--- config.mk ---
export PLATFORM = sky130hd
export DESIGN_NAME = button_event_ctrl
export DESIGN_NICKNAME = d
export VERILOG_FILES = /design/src/rtl/button_event_ctrl.sv
export SDC_FILE = /design/constraint.sdc
export NUM_CORES = 1
export LEC_CHECK = 0
export ABC_AREA = 1
export BUFFER_PORTS_ARGS = -buffer_cell sky130_fd_sc_hd__buf_2
export CAP_MARGIN = 40
export CORE_UTILIZATION = 57
export CTS_BUF_LIST = sky130_fd_sc_hd__clkbuf_4 sky130_fd_sc_hd__clkbuf_8 sky130_fd_sc_hd__clkbuf_16
export DETAILED_ROUTE_END_ITERATION = 10
export HOLD_SLACK_MARGIN = 0.06
export PLACE_DENSITY = 0.77
export SETUP_SLACK_MARGIN = 0.1
export SKIP_CTS_REPAIR_TIMING = 1
export SLEW_MARGIN = 20
export SYNTH_ARGS = -nofsm -noshare
export SYNTH_HDL_FRONTEND = slang
export SYNTH_SLANG_ARGS = --single-unit
--- constraint.sdc ---
create_clock -name clk -period 2.57 [get_ports clk]
set_clock_uncertainty 0.1 [all_clocks]
set_input_delay 0.1285 -clock clk [delete_from_list [all_inputs] [get_ports clk]]
set_output_delay 0.1285 -clock clk [all_outputs]
set_load 0.01 [all_outputs]
--- src/rtl/button_event_ctrl.sv ---
// Debounces N push buttons on a slow tick, classifies press / long-press / release
// per button and serialises all events onto one valid/ready stream (round-robin).
module button_event_ctrl #(
  parameter int N_BTN      = 4,
  parameter int IDW        = 2,
  parameter int TICK_DIV   = 100000,
  parameter int DB_LEN     = 4,
  parameter int LONG_TICKS = 200
) (
  input  logic             clk,
  input  logic             rst,
  input  logic [N_BTN-1:0] pb_in,
  output logic [N_BTN-1:0] pb_level,
  output logic             evt_valid,
  input  logic             evt_ready,
  output logic [IDW-1:0]   evt_btn,
  output logic [1:0]       evt_type,
  output logic             overflow,
  input  logic             overflow_clr
);

  localparam int CW = $clog2(TICK_DIV);
  localparam int HW = $clog2(LONG_TICKS + 1);
  localparam logic [1:0] T_PRESS = 2'b01;
  localparam logic [1:0] T_LONG  = 2'b10;
  localparam logic [1:0] T_REL   = 2'b11;

  typedef enum logic [1:0] {
    S_IDLE    = 2'b00,
    S_PRESSED = 2'b01,
    S_HELD    = 2'b10
  } state_t;

  logic [CW-1:0]                cnt_q, cnt_d;
  logic                         tick_s;
  logic [N_BTN-1:0][DB_LEN-1:0] win_q, win_d;
  logic [N_BTN-1:0]             lvl_q, lvl_d;
  state_t                       st_q [N_BTN];
  state_t                       st_d [N_BTN];
  logic [N_BTN-1:0][HW-1:0]     hold_q, hold_d;
  // Pending flags per button: [0] press, [1] long, [2] release
  logic [N_BTN-1:0][2:0]        pend_q, pend_d, set_s, clr_s;
  logic                         ovf_q, ovf_d, ovf_set_s;
  logic                         vld_q, vld_d;
  logic [IDW-1:0]               btn_q, btn_d, rr_q, rr_d, idx_s;
  logic [1:0]                   typ_q, typ_d;
  logic                         found_s;

  assign tick_s    = (cnt_q == CW'(TICK_DIV - 1));
  assign pb_level  = lvl_q;
  assign evt_valid = vld_q;
  assign evt_btn   = btn_q;
  assign evt_type  = typ_q;
  assign overflow  = ovf_q;

  always_comb begin
    cnt_d = tick_s ? '0 : cnt_q + CW'(1);
    win_d = win_q;
    lvl_d = lvl_q;
    for (int i = 0; i < N_BTN; i++) begin
      if (tick_s) begin
        win_d[i] = {win_q[i][DB_LEN-2:0], pb_in[i]};
        // Level moves only on a fully settled window; mixed windows hold it
        if (&{win_q[i][DB_LEN-2:0], pb_in[i]}) begin
          lvl_d[i] = 1'b1;
        end else if (~|{win_q[i][DB_LEN-2:0], pb_in[i]}) begin
          lvl_d[i] = 1'b0;
        end else begin
          lvl_d[i] = lvl_q[i];
        end
      end else begin
        win_d[i] = win_q[i];
        lvl_d[i] = lvl_q[i];
      end
    end
  end

  always_comb begin
    hold_d = hold_q;
    set_s  = '0;
    for (int i = 0; i < N_BTN; i++) begin
      st_d[i] = st_q[i];
      case (st_q[i])
        S_IDLE: begin
          if (lvl_q[i]) begin
            st_d[i]     = S_PRESSED;
            set_s[i][0] = 1'b1;
            hold_d[i]   = '0;
          end else begin
            st_d[i] = S_IDLE;
          end
        end
        S_PRESSED: begin
          if (!lvl_q[i]) begin
            st_d[i]     = S_IDLE;
            set_s[i][2] = 1'b1;
          end else if (tick_s && (hold_q[i] < HW'(LONG_TICKS))) begin
            hold_d[i] = hold_q[i] + HW'(1);
            if (hold_q[i] == HW'(LONG_TICKS - 1)) begin
              st_d[i]     = S_HELD;
              set_s[i][1] = 1'b1;
            end else begin
              st_d[i] = S_PRESSED;
            end
          end else begin
            st_d[i] = S_PRESSED;
          end
        end
        S_HELD: begin
          if (!lvl_q[i]) begin
            st_d[i]     = S_IDLE;
            set_s[i][2] = 1'b1;
          end else begin
            st_d[i] = S_HELD;
          end
        end
        default: st_d[i] = S_IDLE;
      endcase
    end
  end

  always_comb begin
    vld_d   = vld_q;
    btn_d   = btn_q;
    typ_d   = typ_q;
    rr_d    = rr_q;
    clr_s   = '0;
    found_s = 1'b0;
    idx_s   = '0;
    if (!vld_q || evt_ready) begin
      vld_d = 1'b0;
      // Scan starts one past the last grant so every button gets a turn
      for (int k = 1; k <= N_BTN; k++) begin
        idx_s = IDW'((int'(rr_q) + k) % N_BTN);
        if (!found_s && (pend_q[idx_s] != 3'b000)) begin
          found_s = 1'b1;
          vld_d   = 1'b1;
          btn_d   = idx_s;
          rr_d    = idx_s;
          if (pend_q[idx_s][0]) begin
            typ_d            = T_PRESS;
            clr_s[idx_s][0] = 1'b1;
          end else if (pend_q[idx_s][1]) begin
            typ_d            = T_LONG;
            clr_s[idx_s][1] = 1'b1;
          end else begin
            typ_d            = T_REL;
            clr_s[idx_s][2] = 1'b1;
          end
        end else begin
          found_s = found_s;
        end
      end
    end else begin
      vld_d = vld_q;
    end
  end

  // A new set beats a same-cycle arbiter clear and a same-cycle overflow_clr
  always_comb begin
    pend_d    = pend_q;
    ovf_set_s = 1'b0;
    for (int i = 0; i < N_BTN; i++) begin
      pend_d[i] = (pend_q[i] & ~clr_s[i]) | set_s[i];
      if ((set_s[i] & pend_q[i] & ~clr_s[i]) != 3'b000) begin
        ovf_set_s = 1'b1;
      end else begin
        ovf_set_s = ovf_set_s;
      end
    end
    if (ovf_set_s) begin
      ovf_d = 1'b1;
    end else if (overflow_clr) begin
      ovf_d = 1'b0;
    end else begin
      ovf_d = ovf_q;
    end
  end

  always_ff @(posedge clk or posedge rst) begin
    if (rst) begin
      cnt_q  <= '0;
      win_q  <= '0;
      lvl_q  <= '0;
      hold_q <= '0;
      pend_q <= '0;
      ovf_q  <= 1'b0;
      vld_q  <= 1'b0;
      btn_q  <= '0;
      typ_q  <= 2'b00;
      rr_q   <= IDW'(N_BTN - 1);
      for (int i = 0; i < N_BTN; i++) begin
        st_q[i] <= S_IDLE;
      end
    end else begin
      cnt_q  <= cnt_d;
      win_q  <= win_d;
      lvl_q  <= lvl_d;
      hold_q <= hold_d;
      pend_q <= pend_d;
      ovf_q  <= ovf_d;
      vld_q  <= vld_d;
      btn_q  <= btn_d;
      typ_q  <= typ_d;
      rr_q   <= rr_d;
      for (int i = 0; i < N_BTN; i++) begin
        st_q[i] <= st_d[i];
      end
    end
  end

endmodule

# == After elaboration in Yosys (flattened, before gate mapping) ==
# Cells that the tools add are included.
# classes
n_addsub,9
order_cmp,12
n_eq_ne,29
muxes,160
bitwise,29
n_reduce_logical,55
# op_table
op,n
$mux 12,16
$or 12x12->12,9
$mux 8,12
$demux 3 s2,12
$mux 1,67
$mux 2,32
$pmux 8 s2,4
$and 3x3->3,12
$add 8x1->8 const B,4
$eq 8x8->1 const B,4
$lt 8x8->1 const B,4
$ne 2x2->1 const B,16
$reduce_and 4->1,8
$bmux 3 s2,4
$mux 3,8
$pmux 2 s3,4
$reduce_bool 3->1,8
$add 17x1->17 const B,1
$eq 17x17->1 const B,1
$mux 17,1
$reduce_or 4->1,4
$lt 2x3->1 const B,4
$not 3->3,4
$or 3x3->3,4
other kinds (13),51
# totals
reg_bits,93
output_inout_bits,10
elab_cells,320

# == Longest topological paths before layout ==
# Gate-level depths: netlist (run 1).
# logic_depth
ltp_word,32
depth_mapped,20
mapped_depth_nobuf,18

# == Worst setup path before layout (run 1) ==
# No wires, ideal clock.
# synth_path
kind,register to register
from,reg rr_q[0]
to,"reg ovf_q, in the netlist overflow"
setup_ps,119
arrival_time_ps,2508
t_required_ps,2351
path_slack_ps,-156
path_stages_with_launch,19
n_path_buf,2
path_cell_list,dfstp_2 > inv_2 > buf_6 > ha_1 > buf_2 > inv_1 > nand3_1 > nand2_2 > nand2_2 > nor2_8 > inv_2 > nor2_4 > nand3_1 > nand3b_1 > nand2_1 > nand2_1 > nand3_1 > nor2_1 > nand2_1
# synth_via
elab_chain_cells,32
word_cells_on_any_way,107
# synth_lines
item,line_no,rtl
start: declaration,45,"logic [IDW-1:0] btn_q, btn_d, rr_q, rr_d, idx_s;"
start signal: assignment,191,rr_q <= IDW'(N_BTN - 1);
start signal: assignment,205,rr_q <= rr_d;
$add 2x1->2,134,idx_s = IDW'((int'(rr_q) + k) % N_BTN);
$lt 2x3->1 (implied by the code) / $ge 2x1->1 (equally long branches),"142, 145, 148",
$logic_and 1x1->1 (implied by the code),"142, 145, 148",
$mux 2 (implied by the code) / $mux 3 (equally long branches),"145, 148",
"$demux 3 s2, on equally long branches","145, 148",
$mux 12,143,end else if (pend_q[idx_s][1]) begin
$mux 12,140,if (pend_q[idx_s][0]) begin
$mux 12,135,if (!found_s && (pend_q[idx_s] != 3'b000)) begin
[... 14 more ...],n/a,
$mux 12 (*),135,
$mux 12 (*),130,if (!vld_q || evt_ready) begin
$not 3->3,165,if ((set_s[i] & pend_q[i] & ~clr_s[i]) != 3'b000) begin
$and 3x3->3,165,
$reduce_bool 3->1,165,
$mux 1 (3 in series),165,
$mux 1 (*),165,
$mux 1 / $reduce_bool 2->1 (equally long branches),n/a,
end signal: assignment,201,ovf_q <= ovf_d;
end: declaration,43,"logic ovf_q, ovf_d, ovf_set_s;"
# Mark *: on every way between the ends. The rest lies on a longest branch, timed or not. The select of a mux whose other input is x is not followed.
# A chain may end at the register's enable or synchronous reset.

# == Worst setup path in the final report (run 1) ==
# layout_path
from,reg rr_q[0]
to,reg rr_q[1]
# layout_via
elab_chain_cells,18
word_cells_on_any_way,34
# layout_lines
item,line_no
$add 2x1->2,134
$bmux 3 s2,135
$mux 3,n/a
$reduce_bool 3->1,135
$mux 1,135
$mux 1,130
$logic_not 1->1,135
$logic_and 1x1->1,135
[... 2 more ...],n/a
$logic_not 1->1,135
$logic_and 1x1->1,135
$mux 1,135
$mux 1,130
$logic_not 1->1,135
$logic_and 1x1->1,135
$reduce_bool 4->1 (no source line),n/a
$reduce_and 2->1 (no source line),n/a
# Several ways; a longest one is shown, not always the timed one. The select of a mux whose other input is x is not followed.

==> metrics.cfg, run 1 <==
[yosys]
synthXorXnorAreaFrac = 0.00295
synth_seq_cells = 93
synth-compound-area-share = 0.0892
yosysMostFrequentCell = nand2_1
yosys.area.top_type_share = 0.384
synth_ff_type = dfrtp_1
async_flop_share = 1.00
synth_enable_flop_cells = 0
synth_simple_gate_area_frac = 0.364
yosysSeqAreaShare = 0.393
synth_top_cells_by_area = dfrtp_1 38%, nand2_1 14%, inv_1 8.1%
combinational_family_with_the_most_area_after_synthesis = simple AND/OR/NAND/NOR gates
yosys.cell_types.count = 41
yosysTopAreaCell = dfrtp_1
synthesis.nets = 863
syn-cell-area_um2 = 5930
avg_inst_size_synth_um2 = 7.15
synth.top_cells.by_count = 216 x nand2_1, 128 x inv_1, 91 x dfrtp_1
post_synthesis_share_of_cell_area_spent_on_full_adders_half_adders_and_majority_gates = 0.0549
yosys_warnings = 0
yosys-mux-area-fraction = 0
post_synth_inst_count = 829

[route]
viasPerCell = 5.55
routedWlPerCell_um = 14.6
number_of_optimization_iterations_in_the_first_detailed_route_pass = 5
detail_route.iter0.violations = 355
drt.antenna.violating_nets = 0
post-route-drc-count = 0
postRouteWirelength_um = 15100
vias = 5722

[power]
cellLeakagePower_nw = 3.51
ir_drop_mv = 0.618
power_per_cell_area_nw_per_um2 = 939

[timing]
relSlewSlack = 0.691
max_freq_ghz = 0.384
timing_hold_violations_final = 0
finalCriticalPeriod_ns = 2.61
postLayoutSetupSlackWorst_ns = -0.0366
totalNegativeSetupSlack_ns = -0.0685
final_max_tran_viols = 0
setup_repair_after_global_routing_missed_its_margin = true
tightestPinTransition_ns = 0.460
report.final.setup_viol = 3
fin_crit_sh = 1.01

[clock_network]
numCtsBuffers = 9
htree_num_levels = 3
clkSlewWorstSetupHoldPaths_ns = 0.11
cts_tree = yes
clock-sinks = 93
cts_max_path_buffers = 2
clock_insertion_delay_worst_skew_ns = 0.37
root_buffer = clkbuf_8

[layout]
multi_input_area_um2 = 3220
final_layout_size_suffix_gt1_frac = 0.164
syn2layout_area_growth_pct = 17.3
num_antenna_cells = 0
layout.filler_cells = 807
sequential_cell_area_in_the_final_layout_um2 = 2330
finish.cell_count_without_fillers = 1031
finalNetCount = 927
final_area_um2 = 6960

[floorplanning]
floorplan.die_area_um2 = 10800
die_w_um = 104
fp.coreArea_um2 = 9910
die_span_y_um = 104
fp-row-count = 36
io-pin-count = 18
start_util = 0.598

[flow_run]
max-cap-violations = 0

[hold_path]
worstHoldPathType = input pin to register

[placement]
dp_cells = 994
postPlaceCellArea_um2 = 6370
detailed_placer_s_ending_hpwl_um = 11100
gp_congestion = 0.955
place.port_buffers = 17

[setup_path]
worst_path_fanout_max = 8
cp.required_ns = 2.77
cp_data_arrival_time_ns = 2.81
crit_path_end_kind = register
worst-setup-path-type = register to register
critical_path.startpoint_type = register

[global_routing]
grt_antenna_before_repair = 0
grt.overflow.total = 0
grt_use_total = 0.282
grt_pass1_vias = 5435
largest_net_degree_at_the_start_of_global_routing = 33
grt_pass1_wl_um = 24700

[run_status]
violations = negative setup slack
outcome = complete, but fails checks

## per-stage QoR
step           worst slack, ns  utilization  hold slack [ns]  power (mW)
6_report               -0.0366        0.702           0.0997        6.53
5_1_grt                 -0.169        0.702            0.111        6.95
4_1_cts                -0.0284        0.668           -0.341        6.12
3_5_place_dp          -0.00849        0.643           0.0647        4.90
3_3_place_gp          -0.00275        0.643           0.0583        4.89
2_1_floorplan           0.0305            -            0.138        4.02
## layout by cell type (no fill, tap or decap), drive strengths merged
cell type / count
a211oi: 2
a21o: 3
a21oi: 24
a31oi: 1
a41oi: 4
and3: 2
buf: 59
bufinv: 3
clkbuf: 10
clkinvlp: 2
dfrtp: 91
dfstp: 2
dlygate4sd3: 5
ha: 26
inv: 134
nand2: 227
nand3: 84
nand3b: 6
nand4: 19
nor2: 93
nor3: 22
nor3b: 8
nor4: 7
o2111ai: 1
o211ai: 1
o21a: 1
o21ai: 54
o22ai: 4
or2: 1
xor2: 2
## flip-flops by register name (all words and copies together), names as in the netlist
signal and flops:
hold_q 32, cnt_q 17, pend_q 12, win_q 12
st_q 8, pb_level 4, evt_btn 2, evt_type 2
rr_q 2, evt_valid 1, overflow 1
## metal layers
| layer | global-route usage | routed length (um) | vias up | share of wire |
|---|---|---|---|---|
| met1 | 0.364 | 6400 | 2667 | 0.42 |
| li1 | - | - | 2790 | - |
| met3 | 0.0407 | 823 | 48 | 0.055 |
| met5 | 0 | 0 | - | 0 |
| met4 | 0.138 | 572 | 0 | 0.038 |
| met2 | 0.465 | 7270 | 217 | 0.48 |
## critical path, stage by stage, from the launching register on
cell,delay [ns]
dfstp_2,0.56
inv_2,0.05
ha_4,0.28
inv_6,0.10
nand3_2,0.08
nand2_2,0.11
nand2_2,0.07
nor2_4,0.18
nand2_4,0.10
nor2_4,0.19
buf_4,0.17
inv_2,0.05
o211ai_1,0.08
o21ai_1,0.10
o21ai_1,0.18
o21ai_1,0.12
## power by group
part           switching, mW  internal [mW]  total [mW]  leakage (nW)
Sequential             0.201           1.68        1.88          1.18
Combinational           2.23           1.20        3.43          2.21
Clock                  0.550          0.668        1.22         0.122
## logic make-up after synthesis
| family | count (synthesis) |
|---|---|
| AOI/OAI and AO/OA | 95 |
| xor gates and xnor gates | 2 |
| adders and majority gates | 26 |
| buffers and inverters | 144 |
| DFF | 93 |
| and+or+nand+nor | 469 |
## worst paths after layout
path	start	endpoint	slack, ns	cells past startpoint
setup / recovery	rr_q[0]$_DFFE_PP1P_	rr_q[1]$_DFFE_PP1P_	-0.04	15
hold / removal	overflow_clr	overflow$_DFFE_PP0P_	0.1	6
setup reg to reg	rr_q[0]$_DFFE_PP1P_	rr_q[1]$_DFFE_PP1P_	-0.04	15
hold reg to reg	evt_btn[1]$_DFFE_PP0P_	evt_btn[1]$_DFFE_PP0P_	0.40	2
max in group asynchronous	rst	hold_q[8]$_DFFE_PP0P_	1.51	4
min in group asynchronous	rst	cnt_q[1]$_DFF_PP0_	0.23	3
## area by class of cell
type                            instances  area share
Clock inverter                          6      0.0169
Timing Repair Buffer                   64      0.0689
Sequential cell                        93       0.335
Inverter                              133      0.0734
Clock buffer                           10      0.0189
Tap cell                              133      0.0239
Multi-Input combinational cell        592       0.463
No activity file was read; power rests on OpenSTA's default activity.
==> run 2, diff against run 1 <==
--- a/config.mk
+++ b/config.mk
@@ -6,13 +6,13 @@
 export NUM_CORES = 1
 export LEC_CHECK = 0
 export ABC_AREA = 1
-export BUFFER_PORTS_ARGS = -buffer_cell sky130_fd_sc_hd__buf_2
 export CAP_MARGIN = 40
-export CORE_UTILIZATION = 57
+export CORE_UTILIZATION = 58
 export CTS_BUF_LIST = sky130_fd_sc_hd__clkbuf_4 sky130_fd_sc_hd__clkbuf_8 sky130_fd_sc_hd__clkbuf_16
 export DETAILED_ROUTE_END_ITERATION = 10
+export DONT_BUFFER_PORTS = 1
 export HOLD_SLACK_MARGIN = 0.06
-export PLACE_DENSITY = 0.77
+export PLACE_DENSITY = 0.76
 export SETUP_SLACK_MARGIN = 0.1
 export SKIP_CTS_REPAIR_TIMING = 1
 export SLEW_MARGIN = 20
==> metrics.cfg, run 2 (synthesis results as in run 1) <==
[run_status]
outcome = complete, but fails checks
violations = negative setup slack

[power]
cellLeakagePower_nw = 3.51  ; +0.11%
clock_power_share = 0.157  ; -0.030
power.total_mw = 6.57  ; +0.56%
share_comb_of_total_power = 0.551  ; +0.026
ir_drop_mv = 0.715  ; +16%
power_switching_share = 0.475  ; +0.0195
seq_power_share = 0.292  ; +0.003
p_int_mw = 3.44  ; -3.0%
power_per_cell_area_nw_per_um2 = 932  ; -0.76%
netSwitchingPower_mw = 3.12  ; +4.9%

[layout]
regMostFlops = hold_q
finalNetCount = 921  ; -0.65%
final_layout_size_suffix_gt1_frac = 0.183  ; +0.0190
final_common_cell = nand2_1
layout_common_cells = 198 x nand2_1, 125 x inv_1, 91 x dfrtp_1
largest_register_ff_count = 32  ; unchanged
layout.filler_cells = 747  ; -7.4%
num_antenna_cells = 0  ; unchanged
syn2layout_area_growth_pct = 18.8
largest_registers = hold_q x32, cnt_q x17

[placement]
gp_congestion = 1.01  ; +6.3%
detailed_placer_s_ending_hpwl_um = 10600  ; -4.0%
place.port_buffers = 0  ; -17

[timing]
setup_repair_after_global_routing_missed_its_margin = true
max_freq_ghz = 0.381  ; -0.65%
finalCriticalPeriod_ns = 2.62  ; +0.0169 ns
timing_hold_violations_final = 0  ; unchanged
tightestPinTransition_ns = 0.576  ; +0.116 ns
relSlewSlack = 0.616  ; -0.0745
fin_crit_sh = 1.02  ; +0.00659
postLayoutSetupSlackWorst_ns = -0.0535  ; -0.0169 ns
final_max_tran_viols = 0  ; unchanged
worst_hold_slack_ns = 0.121  ; +0.0212 ns
report.final.setup_viol = 1  ; -2

[route]
drt.antenna.violating_nets = 0  ; unchanged
detail_route.iter0.violations = 329  ; -7.3%
postRouteWirelength_um = 14800  ; -2.0%
number_of_optimization_iterations_in_the_first_detailed_route_pass = 6  ; +1
viasPerCell = 5.47  ; -1.4%
routedWlPerCell_um = 14.4  ; -1.4%
post-route-drc-count = 0  ; unchanged
vias = 5607  ; -2.0%

[global_routing]
grt.met2_usage = 0.451  ; -0.0140
largest_net_degree_at_the_start_of_global_routing = 51  ; +55%
grt_antenna_before_repair = 0  ; unchanged
grt_pass1_wl_um = 23500  ; -4.8%
grt_pass1_vias = 5093  ; -6.3%
globalRouteMet1Util = 0.388  ; +0.0243
grtUsageMet3 = 0.0583  ; +0.0176
grt.overflow.total = 0  ; unchanged
grt.busiest_layer = met2
grt_use_total = 0.287  ; +0.00556

[clock_network]
htree_num_levels = 3  ; unchanged
clkSlewWorstSetupHoldPaths_ns = 0.10  ; about the same
clock_insertion_delay_worst_skew_ns = 0.37  ; about the same
numCtsBuffers = 9  ; unchanged
root_buffer = clkbuf_8
cts_tree = yes
clock-sinks = 93  ; unchanged
cts_max_path_buffers = 2  ; unchanged

[hold_path]
hold_path_sink = evt_valid$_DFFE_PP0P_
hp-start = evt_ready
worstHoldPathType = input pin to register
hold_depth = 3  ; -3

[setup_path]
rr_startpoint = rr_q[0]$_DFFE_PP1P_
cp.required_ns = 2.73  ; -0.04 ns
critical_path.startpoint_type = register
worst_path_fanout_max = 8  ; unchanged
r2r.worst_path.cells = 16  ; +1
worst-setup-path-type = register to register
cp_data_arrival_time_ns = 2.79  ; -0.02 ns
crit_path_end_kind = register
timing.rr.end = overflow$_DFFE_PP0P_
worst-r2r-setup-slack_ns = -0.05  ; -0.02 ns

[floorplanning]
die_w_um = 103  ; -0.85%
die_span_y_um = 103  ; -0.85%
fp.coreArea_um2 = 9860  ; -0.45%
fp-row-count = 36  ; unchanged
floorplan.die_area_um2 = 10600  ; -1.7%
io-pin-count = 18  ; unchanged
start_util = 0.601  ; +0.00273

[flow_run]
max-cap-violations = 0  ; unchanged

-- run 2: power by group through the flow --
stage | logic [mW] | registers [mW] | clock network (mW)
final | 3.62 | 1.92 | 1.03
after global routing | 3.97 | 1.95 | 1.11
after CTS | 2.90 | 1.91 | 1.06
after detailed placement | 2.89 | 1.94 | 0
after global placement | 2.85 | 1.93 | 0
after floorplan | 2.15 | 1.88 | 0
-- run 2: through the flow --
step	utilization	std cells	cell area [um2]	setup TNS, ns	worst slack (ns)
3_5_place_dp	0.637	976	6290	-0.0137	-0.0137
4_1_cts	0.659	992	6500	-0.0532	-0.0532
3_3_place_gp	0.637	976	6290	0	0.0708
2_1_floorplan	-	829	5990	0	0.0305
6_report	0.714	1025	7050	-0.0535	-0.0535
5_1_grt	0.714	1025	7050	-1.03	-0.237
-- run 2: worst max-delay path by stage --
stage                              from              endpoint  slack [ns]  cells past startpoint
finish              rr_q[0]$_DFFE_PP1P_  overflow$_DFFE_PP0P_       -0.05                     16
detailed placement  rr_q[0]$_DFFE_PP1P_  overflow$_DFFE_PP0P_       -0.01                     15
floorplan           rr_q[0]$_DFFE_PP1P_  overflow$_DFFE_PP0P_        0.03                     18
CTS                 rr_q[0]$_DFFE_PP1P_  overflow$_DFFE_PP0P_       -0.05                     15
global route        rr_q[0]$_DFFE_PP1P_  overflow$_DFFE_PP0P_       -0.24                     16
global placement    rr_q[0]$_DFFE_PP1P_  overflow$_DFFE_PP0P_        0.07                     15
-- run 2: critical path: stages, from the launching register on --
cell,delay (ns)
dfstp_2,0.57
inv_4,0.05
ha_4,0.30
inv_8,0.10
nand3_1,0.12
nand2_2,0.12
nand2_4,0.07
nor2_8,0.14
inv_6,0.07
nor2_4,0.26
nand3_2,0.10
nand3b_1,0.10
nand2_1,0.08
nand2_2,0.10
nand3_2,0.08
nor2_2,0.10
nand2_1,0.05
-- run 2: area by class of cell --
class | count | area, um2 | share of cell area
Clock inverter | 4 | 55.1 | 0.00781
Clock buffer | 12 | 153 | 0.0217
Multi-Input combinational cell | 593 | 3350 | 0.475
Inverter | 133 | 518 | 0.0735
Tap cell | 133 | 166 | 0.0236
Timing Repair Buffer | 57 | 477 | 0.0676
Sequential cell | 93 | 2330 | 0.331
-- run 2: layer usage --
metal  share of wire  vias up  wire length, um
met2            0.48      200             7050
met3           0.064       36              948
met4           0.029        0              427
li1                -     2789                -
met1            0.43     2582             6350
met5               0        -                0
